<file path="config.mk">
export PLATFORM = sky130hd
export DESIGN_NAME = bitty_fetch_ctrl_flat
export DESIGN_NICKNAME = d
export VERILOG_FILES = /design/src/rtl/bitty_pkg.sv /design/src/rtl/bitty_fetch_ctrl_if.sv /design/src/rtl/bitty_fetch_ctrl_next_pc.sv /design/src/rtl/bitty_fetch_ctrl.sv /design/src/flat_wrapper.sv
export SDC_FILE = /design/constraint.sdc
export NUM_CORES = 1
export LEC_CHECK = 0
export CAP_MARGIN = 20
export CORE_UTILIZATION = 44
export DETAILED_ROUTE_END_ITERATION = 12
export HOLD_SLACK_MARGIN = 0.06
export PLACE_DENSITY = 0.95
export SLEW_MARGIN = 20
export SYNTH_ARGS = -nofsm -noshare
export SYNTH_HDL_FRONTEND = slang
export SYNTH_HIERARCHICAL = 1
export SYNTH_SLANG_ARGS = --single-unit
</file>
<file path="constraint.sdc">
create_clock -name clk -period 4.1 [get_ports clk]
set_clock_uncertainty 0.2 [all_clocks]
set_input_delay 0.82 -clock clk [delete_from_list [all_inputs] [get_ports clk]]
set_output_delay 0.82 -clock clk [all_outputs]
set_load 0.03 [all_outputs]
</file>
<file path="src/rtl/bitty_pkg.sv">
// -----------------------------------------------------------------------------
// bitty_pkg
// Shared definitions for the bitty core fetch path.
//   - Default address and instruction widths.
//   - fetch_state_t: fetch sequencer states.
//   - npc_sel_t: selector for the shared next-pc unit.
//   - HALT opcode constant and a decode helper used by the core.
// -----------------------------------------------------------------------------
package bitty_pkg;

    localparam int BITTY_ADDR_W  = 8;
    localparam int BITTY_INSTR_W = 16;

    typedef enum logic [2:0] {
        IDLE  = 3'd0,
        FETCH = 3'd1,
        LATCH = 3'd2,
        EXEC  = 3'd3,
        HALT  = 3'd4
    } fetch_state_t;

    typedef enum logic [1:0] {
        NPC_HOLD   = 2'd0,
        NPC_INC    = 2'd1,
        NPC_BRANCH = 2'd2
    } npc_sel_t;

    // Top nibble of a 16-bit instruction is the opcode; 4'hF stops the core.
    localparam logic [3:0] OP_HALT = 4'hF;

    function automatic logic is_halt_instr(input logic [BITTY_INSTR_W-1:0] word);
        return word[BITTY_INSTR_W-1 -: 4] == OP_HALT;
    endfunction

endpackage

</file>
<file path="src/rtl/bitty_fetch_ctrl_if.sv">
// -----------------------------------------------------------------------------
// bitty_fetch_ctrl_if
// Read port of the synchronous instruction memory (one-cycle read latency).
//   mem_rd_en  : read enable (driven by the fetch controller)
//   mem_addr   : read address (driven by the fetch controller)
//   mem_rdata  : read data, valid the cycle after mem_rd_en (driven by memory)
// Modports: master = fetch controller, slave = instruction memory.
// -----------------------------------------------------------------------------
interface bitty_fetch_ctrl_if
    import bitty_pkg::*;
#(
    parameter int ADDR_W  = BITTY_ADDR_W,
    parameter int INSTR_W = BITTY_INSTR_W
);

    logic               mem_rd_en;
    logic [ADDR_W-1:0]  mem_addr;
    logic [INSTR_W-1:0] mem_rdata;

    modport master (
        output mem_rd_en,
        output mem_addr,
        input  mem_rdata
    );

    modport slave (
        input  mem_rd_en,
        input  mem_addr,
        output mem_rdata
    );

endinterface

</file>
<file path="src/rtl/bitty_fetch_ctrl_next_pc.sv">
// -----------------------------------------------------------------------------
// bitty_next_pc
// Combinational next-pc select shared by the fetch sequencer and the core's
// branch unit.
//   pc            : current program counter
//   branch_target : taken-branch destination (used verbatim)
//   sel           : NPC_HOLD / NPC_INC / NPC_BRANCH
//   next_pc       : selected next program counter
// pc+1 wraps modulo 2**ADDR_W because the sum is truncated to ADDR_W bits.
// -----------------------------------------------------------------------------
module bitty_next_pc
    import bitty_pkg::*;
#(
    parameter int ADDR_W = BITTY_ADDR_W
)
(
    input  logic [ADDR_W-1:0] pc,
    input  logic [ADDR_W-1:0] branch_target,
    input  npc_sel_t          sel,
    output logic [ADDR_W-1:0] next_pc
);

    always_comb begin
        next_pc = pc;
        case (sel)
            NPC_INC:    next_pc = pc + 1'b1;
            NPC_BRANCH: next_pc = branch_target;
            default:    next_pc = pc;
        endcase
    end

endmodule

</file>
<file path="src/rtl/bitty_fetch_ctrl.sv">
// -----------------------------------------------------------------------------
// bitty_fetch_ctrl
// Instruction-fetch sequencer for the bitty core. Owns the program counter,
// drives the instruction-memory read port and presents one registered
// instruction at a time to the execute stage.
//
// Ports:
//   clk, reset     : clock, synchronous active-high reset
//   start          : pulse, leaves IDLE and fetches at the current pc
//   done           : core retired the current instruction (EXEC only)
//   branch_en      : with done, go to branch_target instead of pc+1
//   branch_target  : next pc for a taken branch
//   halt_req       : with done, stop after the current instruction
//   mem            : instruction-memory read port (master side)
//   pc             : address of the instruction held in instr
//   instr          : registered instruction
//   instr_valid    : instr holds a fetched, unretired instruction
//   halted         : high in HALT
//
// Build option: BITTY_FETCH_PREFETCH_EN
//   When defined, the word at pc+1 is read speculatively on the first EXEC
//   cycle of each instruction and held in a one-entry buffer, so a sequential
//   done can present the next instruction one cycle later without FETCH/LATCH.
// -----------------------------------------------------------------------------
module bitty_fetch_ctrl
    import bitty_pkg::*;
#(
    parameter int                ADDR_W   = BITTY_ADDR_W,
    parameter int                INSTR_W  = BITTY_INSTR_W,
    parameter logic [ADDR_W-1:0] RESET_PC = '0
)
(
    input  logic                clk,
    input  logic                reset,
    input  logic                start,
    input  logic                done,
    input  logic                branch_en,
    input  logic [ADDR_W-1:0]   branch_target,
    input  logic                halt_req,
    bitty_fetch_ctrl_if.master  mem,
    output logic [ADDR_W-1:0]   pc,
    output logic [INSTR_W-1:0]  instr,
    output logic                instr_valid,
    output logic                halted
);

    localparam logic [2:0] S_IDLE  = IDLE;
    localparam logic [2:0] S_FETCH = FETCH;
    localparam logic [2:0] S_LATCH = LATCH;
    localparam logic [2:0] S_EXEC  = EXEC;
    localparam logic [2:0] S_HALT  = HALT;

    logic [2:0]        state;
    logic [2:0]        state_nxt;
    npc_sel_t          npc_sel;
    logic [ADDR_W-1:0] pc_nxt;

    // pc only moves when done is accepted in EXEC; every other state selects
    // NPC_HOLD, so pc can be loaded from pc_nxt unconditionally.
    bitty_next_pc #(.ADDR_W(ADDR_W)) u_next_pc (
        .pc            (pc),
        .branch_target (branch_target),
        .sel           (npc_sel),
        .next_pc       (pc_nxt)
    );

`ifdef BITTY_FETCH_PREFETCH_EN
    logic               first_exec;  // first cycle in EXEC for the current instr
    logic               pf_rd;       // speculative read of pc+1 this cycle
    logic               pf_pending;  // speculative read data arrives this cycle
    logic               pf_valid;    // pf_buf holds the word at pc+1
    logic [INSTR_W-1:0] pf_buf;
    logic               pf_hit;      // sequential done served from pf_buf
    logic [ADDR_W-1:0]  pf_addr;

    bitty_next_pc #(.ADDR_W(ADDR_W)) u_pf_addr (
        .pc            (pc),
        .branch_target (branch_target),
        .sel           (NPC_INC),
        .next_pc       (pf_addr)
    );

    assign pf_rd = (state == S_EXEC) && first_exec;
`endif

    // ---- next-state / next-pc decode ----
    always_comb begin
        state_nxt = state;
        npc_sel   = NPC_HOLD;
`ifdef BITTY_FETCH_PREFETCH_EN
        pf_hit    = 1'b0;
`endif
        case (state)
            S_IDLE:  if (start) state_nxt = S_FETCH;
            S_FETCH: state_nxt = S_LATCH;
            S_LATCH: state_nxt = S_EXEC;
            S_EXEC: begin
                if (done) begin
                    // halt_req outranks branch_en; pc is left untouched on halt.
                    if (halt_req) begin
                        state_nxt = S_HALT;
                    end else begin
                        npc_sel   = branch_en ? NPC_BRANCH : NPC_INC;
                        state_nxt = S_FETCH;
`ifdef BITTY_FETCH_PREFETCH_EN
                        if (!branch_en && pf_valid) begin
                            pf_hit    = 1'b1;
                            state_nxt = S_EXEC;
                        end
`endif
                    end
                end
            end
            S_HALT:  state_nxt = S_HALT;
            default: state_nxt = S_IDLE;
        endcase
    end

    // ---- memory read port ----
    always_comb begin
        mem.mem_rd_en = (state == S_FETCH);
        mem.mem_addr  = pc;
`ifdef BITTY_FETCH_PREFETCH_EN
        if (pf_rd) begin
            mem.mem_rd_en = 1'b1;
            mem.mem_addr  = pf_addr;
        end
`endif
    end

    assign halted = (state == S_HALT);

    // ---- state, pc and instruction registers ----
    always_ff @(posedge clk) begin
        if (reset) begin
            state       <= S_IDLE;
            pc          <= RESET_PC;
            instr       <= '0;
            instr_valid <= 1'b0;
        end else begin
            state <= state_nxt;
            pc    <= pc_nxt;
            case (state)
                S_LATCH: begin
                    instr       <= mem.mem_rdata;
                    instr_valid <= 1'b1;
                end
                S_EXEC: begin
                    if (done) begin
                        instr_valid <= 1'b0;
`ifdef BITTY_FETCH_PREFETCH_EN
                        if (pf_hit) begin
                            instr       <= pf_buf;
                            instr_valid <= 1'b1;
                        end
`endif
                    end
                end
                S_HALT:  instr_valid <= 1'b0;
                default: ;
            endcase
        end
    end

`ifdef BITTY_FETCH_PREFETCH_EN
    // ---- prefetch buffer ----
    // A speculative read is only kept if the instruction it was issued for is
    // still in EXEC when the data returns; any accepted done empties the buffer.
    always_ff @(posedge clk) begin
        if (reset) begin
            first_exec <= 1'b0;
            pf_pending <= 1'b0;
            pf_valid   <= 1'b0;
        end else begin
            first_exec <= (state == S_LATCH) || pf_hit;
            pf_pending <= pf_rd && !done;
            if ((state == S_EXEC) && done) begin
                pf_valid <= 1'b0;
            end else if (pf_pending) begin
                pf_valid <= 1'b1;
            end
        end
    end

    always_ff @(posedge clk) begin
        if (pf_pending) begin
            pf_buf <= mem.mem_rdata;
        end
    end
`endif

endmodule

</file>
<file path="src/flat_wrapper.sv">
// flat-port wrapper written by rule: the top's interface ports become plain ports
module bitty_fetch_ctrl_flat import bitty_pkg::*;
#(
    parameter int                ADDR_W   = BITTY_ADDR_W,
    parameter int                INSTR_W  = BITTY_INSTR_W,
    parameter logic [ADDR_W-1:0] RESET_PC = '0
)
  (clk, reset, start, done, branch_en, branch_target, halt_req, pc, instr, instr_valid, halted, mem_mem_rd_en, mem_mem_addr, mem_mem_rdata);
  bitty_fetch_ctrl_if #(.ADDR_W(ADDR_W), .INSTR_W(INSTR_W)) mem_i ();
  input  logic clk;
  input  logic reset;
  input  logic start;
  input  logic done;
  input  logic branch_en;
  input  logic [ADDR_W-1:0] branch_target;
  input  logic halt_req;
  output logic [ADDR_W-1:0] pc;
  output logic [INSTR_W-1:0] instr;
  output logic instr_valid;
  output logic halted;
  output wire logic [$bits(mem_i.mem_rd_en)-1:0] mem_mem_rd_en;
  output wire logic [$bits(mem_i.mem_addr)-1:0] mem_mem_addr;
  input wire logic [$bits(mem_i.mem_rdata)-1:0] mem_mem_rdata;
  assign mem_mem_rd_en = mem_i.mem_rd_en;
  assign mem_mem_addr = mem_i.mem_addr;
  assign mem_i.mem_rdata = mem_mem_rdata;
  bitty_fetch_ctrl #(.ADDR_W(ADDR_W), .INSTR_W(INSTR_W), .RESET_PC(RESET_PC)) u_core (.clk(clk), .reset(reset), .start(start), .done(done), .branch_en(branch_en), .branch_target(branch_target), .halt_req(halt_req), .mem(mem_i), .pc(pc), .instr(instr), .instr_valid(instr_valid), .halted(halted));
endmodule
</file>
==> reports/results.tsv <==
stage	metric	value	unit
finish	drive_gt1_share	5.00	%
setup_path	reg2reg_depth	8	
synth	synth_top_cell_by_area	dfxtp_1	
setup_path	crit_end	u_core/mem.mem_addr[7]	
timing	final-hold-violation-count	0	
drt	vias_per_cell	5.14	
placement	pre_cts_ws	0.548	ns
setup_path	worstSetupStartpoint	done	
finish	fillerInstances	250	
die	ios	65	
clock_network	clockRootBuffer	clkbuf_4	
clock_network	cts_max_level	1	
synth	synth_area_leaders	dfxtp_1 40%, nand2_1 9.1%, a21oi_1 7.5%	
synth	yosysTopAreaCellShare	40.1	%
synth	synthesis.nets	203	
timing	fin_tns_setup	0	ns
synth	ys_types	37	
global_routing	grt_pass1_vias	1286	
drt	vias	1357	
synth	syn_area_per_cell	8.22	sq um
power_and_ir_drop	vdd_drop_max	0.147	mV
drt	postRouteAntennaNets	0	
placement	numPortBuffers	64	
die	chipWidth	58.4	microns
timing	hold_ws	0.262	ns
finish	nets	254	
setup_path	rrSetupSlack	1.26	ns
outcome	status	complete, no violations	
timing	setup_ws	0.849	ns
die	die_y	58.4	microns
clock_network	cts_buffers	3	
synth	seq_area_frac_synth	40.1	%
timing	slew_headroom	37.9	%
synth	syn_inst	170	
hold_path	min_path_type	reg -> reg	
clock_network	hold_buffers	0	
setup_path	cp-end-kind	register	
synth	yosysMostFrequentCell	nand2_1	
timing	max_freq	308	MHz
clock_network	clock_path_buffers	2	
finish	n_antenna_cell	0	
synth	synth_seq_cells	28	
global_routing	antenna_found_initial	0	
synth	synth_commonest_cells	34 x nand2_1, 28 x dfxtp_1, 21 x a21oi_1	
clock_network	clock_latency	0.32	ns
setup_path	critical_path_arrival	3.30	ns
power_and_ir_drop	total_leakage_power	0.700	nW
setup_path	critPathMaxFanout	16	
timing	setup_viol	0	
timing	period_share	79.3	%
die	coreArea	0.00303	sq mm
clock_network	post_cts_buffers	0	
clock_network	cts-resized-gates	0	
drt	drtIter0Drc	37	
synth	ys.flop_type	dfxtp_1	
clock_network	cts_tree	built	
setup_path	max_stage_delay	0.52	ns
timing	rsz0062_at_grt	no	
die	rows	20	
placement	hpwl	2440	microns
drt	routed_wl	3380	microns
global_routing	grt_pass1_wl	5480	microns
run	maxCapViolCount	0	
timing	min_period	3.25	ns
global_routing	grt_use_total	20.8	%
setup_path	cp_slowest_cell	or4_1	
timing	report.final.slew_viol_count	0	
setup_path	cp_data_required_time	4.15	ns
drt	avgRoutedWirePerCell	12.8	microns
power_and_ir_drop	p_per_area	296	mW/mm^2
timing	tightest_slew	0.929	ns
setup_path	rr_endpoint	u_core/mem.mem_addr[7]	
synth	yosysWarnings	6	
placement	place.gp.congestion	0.829	
drt	firstDrtPassIters	4	
setup_path	reg2reg_from	u_core/state[0]	
synth	synth_edf_count	0	
global_routing	grt_max_degree	28	
drt	drc	0	
clock_network	clock_sinks	28	
synth	synthArstFlopShare	0	%
clock_network	cts.reportedPaths.clkPinSlew	0.15	ns
global_routing	gr-total-overflow	0	
setup_path	crit_path_start_kind	input port	
setup_path	path_class	in -> reg	
die	die-area	0.00341	sq mm
finish	syn_to_final_growth	44.1	%
setup_path	crit_chain	clkdlybuf4s50_1, nand4b_1, nor3_1, inv_1, ha_1, nand2b_1, or4_1, nand3_1, nor2b_1	
die	initial_core_util	46.2	%
synth	synthesis.area	0.00140	sq mm
[power breakdown]
part | total (W) | switching (W) | leakage, nW | internal (W)
Combinational | 0.000119 | 0.0000594 | 0.444 | 0.0000599
Sequential | 0.000298 | 0.0000123 | 0.227 | 0.000286
Clock | 0.000178 | 0.0000795 | 0.0279 | 0.0000988
Total | 0.000596 | 0.000151 | 0.700 | 0.000445
[registers in the layout, summed over array words and instances (netlist names)]
signal               count
u_core/mem.mem_addr      8
u_core/state             3
u_core/instr_valid       1
u_core/instr            16
[layout make-up]
cell class | instances | area, sq um | area share, %
clock inverter | 1 | 30.0 | 1.49
inverter | 8 | 30.0 | 1.49
clock buffer | 3 | 22.5 | 1.12
timing repair buffer | 64 | 641 | 31.8
sequential | 28 | 561 | 27.8
multi-input combinational | 116 | 676 | 33.5
tap | 44 | 55.1 | 2.73
[cell usage in the layout, fill, tap and decap left out, types with 4 or more instances in the layout]
| cell type | n |
|---|---|
| nand2_1 | 34 |
| dfxtp_1 | 28 |
| nand3_1 | 7 |
| inv_1 | 8 |
| clkdlybuf4s50_1 | 64 |
| nor2b_1 | 9 |
| o21ai_0 | 4 |
| a21oi_1 | 21 |
[cell families after synthesis]
| kind of cell | after synthesis | synth area share, % |
|---|---|---|
| flops | 28 | 40.1 |
| buf+inv | 26 | 11.5 |
| compound gates | 43 | 18.8 |
| fa+ha+maj | 3 | 2.69 |
| simple gates | 70 | 26.9 |
[worst min-delay path by stage]
stage / slack (ns) / end / startpoint / cells past startpoint
after global routing: 0.28 / u_core/instr[12] / u_core/instr[12] / 2
after detailed placement: 0.25 / u_core/instr[9] / u_core/instr[9] / 2
after floorplan: 0.34 / u_core/state[1] / u_core/state[0] / 2
final: 0.26 / u_core/instr[3] / u_core/instr[3] / 2
after global placement: 0.24 / u_core/instr[3] / u_core/instr[3] / 2
after CTS: 0.27 / u_core/instr[9] / u_core/instr[9] / 2
[through the flow]
stage	instances	instance area, sq um	util [%]	total power [W]
final	264	2010	66.5	0.000596
after floorplan	170	1400	-	0.000373
after detailed placement	260	1960	64.8	0.000424
after global routing	264	2010	66.5	0.000624
after global placement	260	1960	64.8	0.000422
after CTS	264	2010	66.5	0.000601
[per-layer routing]
metal	GRT usage [%]	wire, microns	up-vias
li1	-	-	679
met1	25.0	1400	620
met2	36.9	1710	52
met3	3.30	210	6
met4	8.50	65	0
met5	0	0	-
[critical path, delay by kind of cell]
kind                       cells  cell delay (ns)
buffers and inverters          2             0.58
adders and majority gates      1             0.49
and+or+nand+nor                6             1.41
No activity file was read; power rests on OpenSTA's default activity.
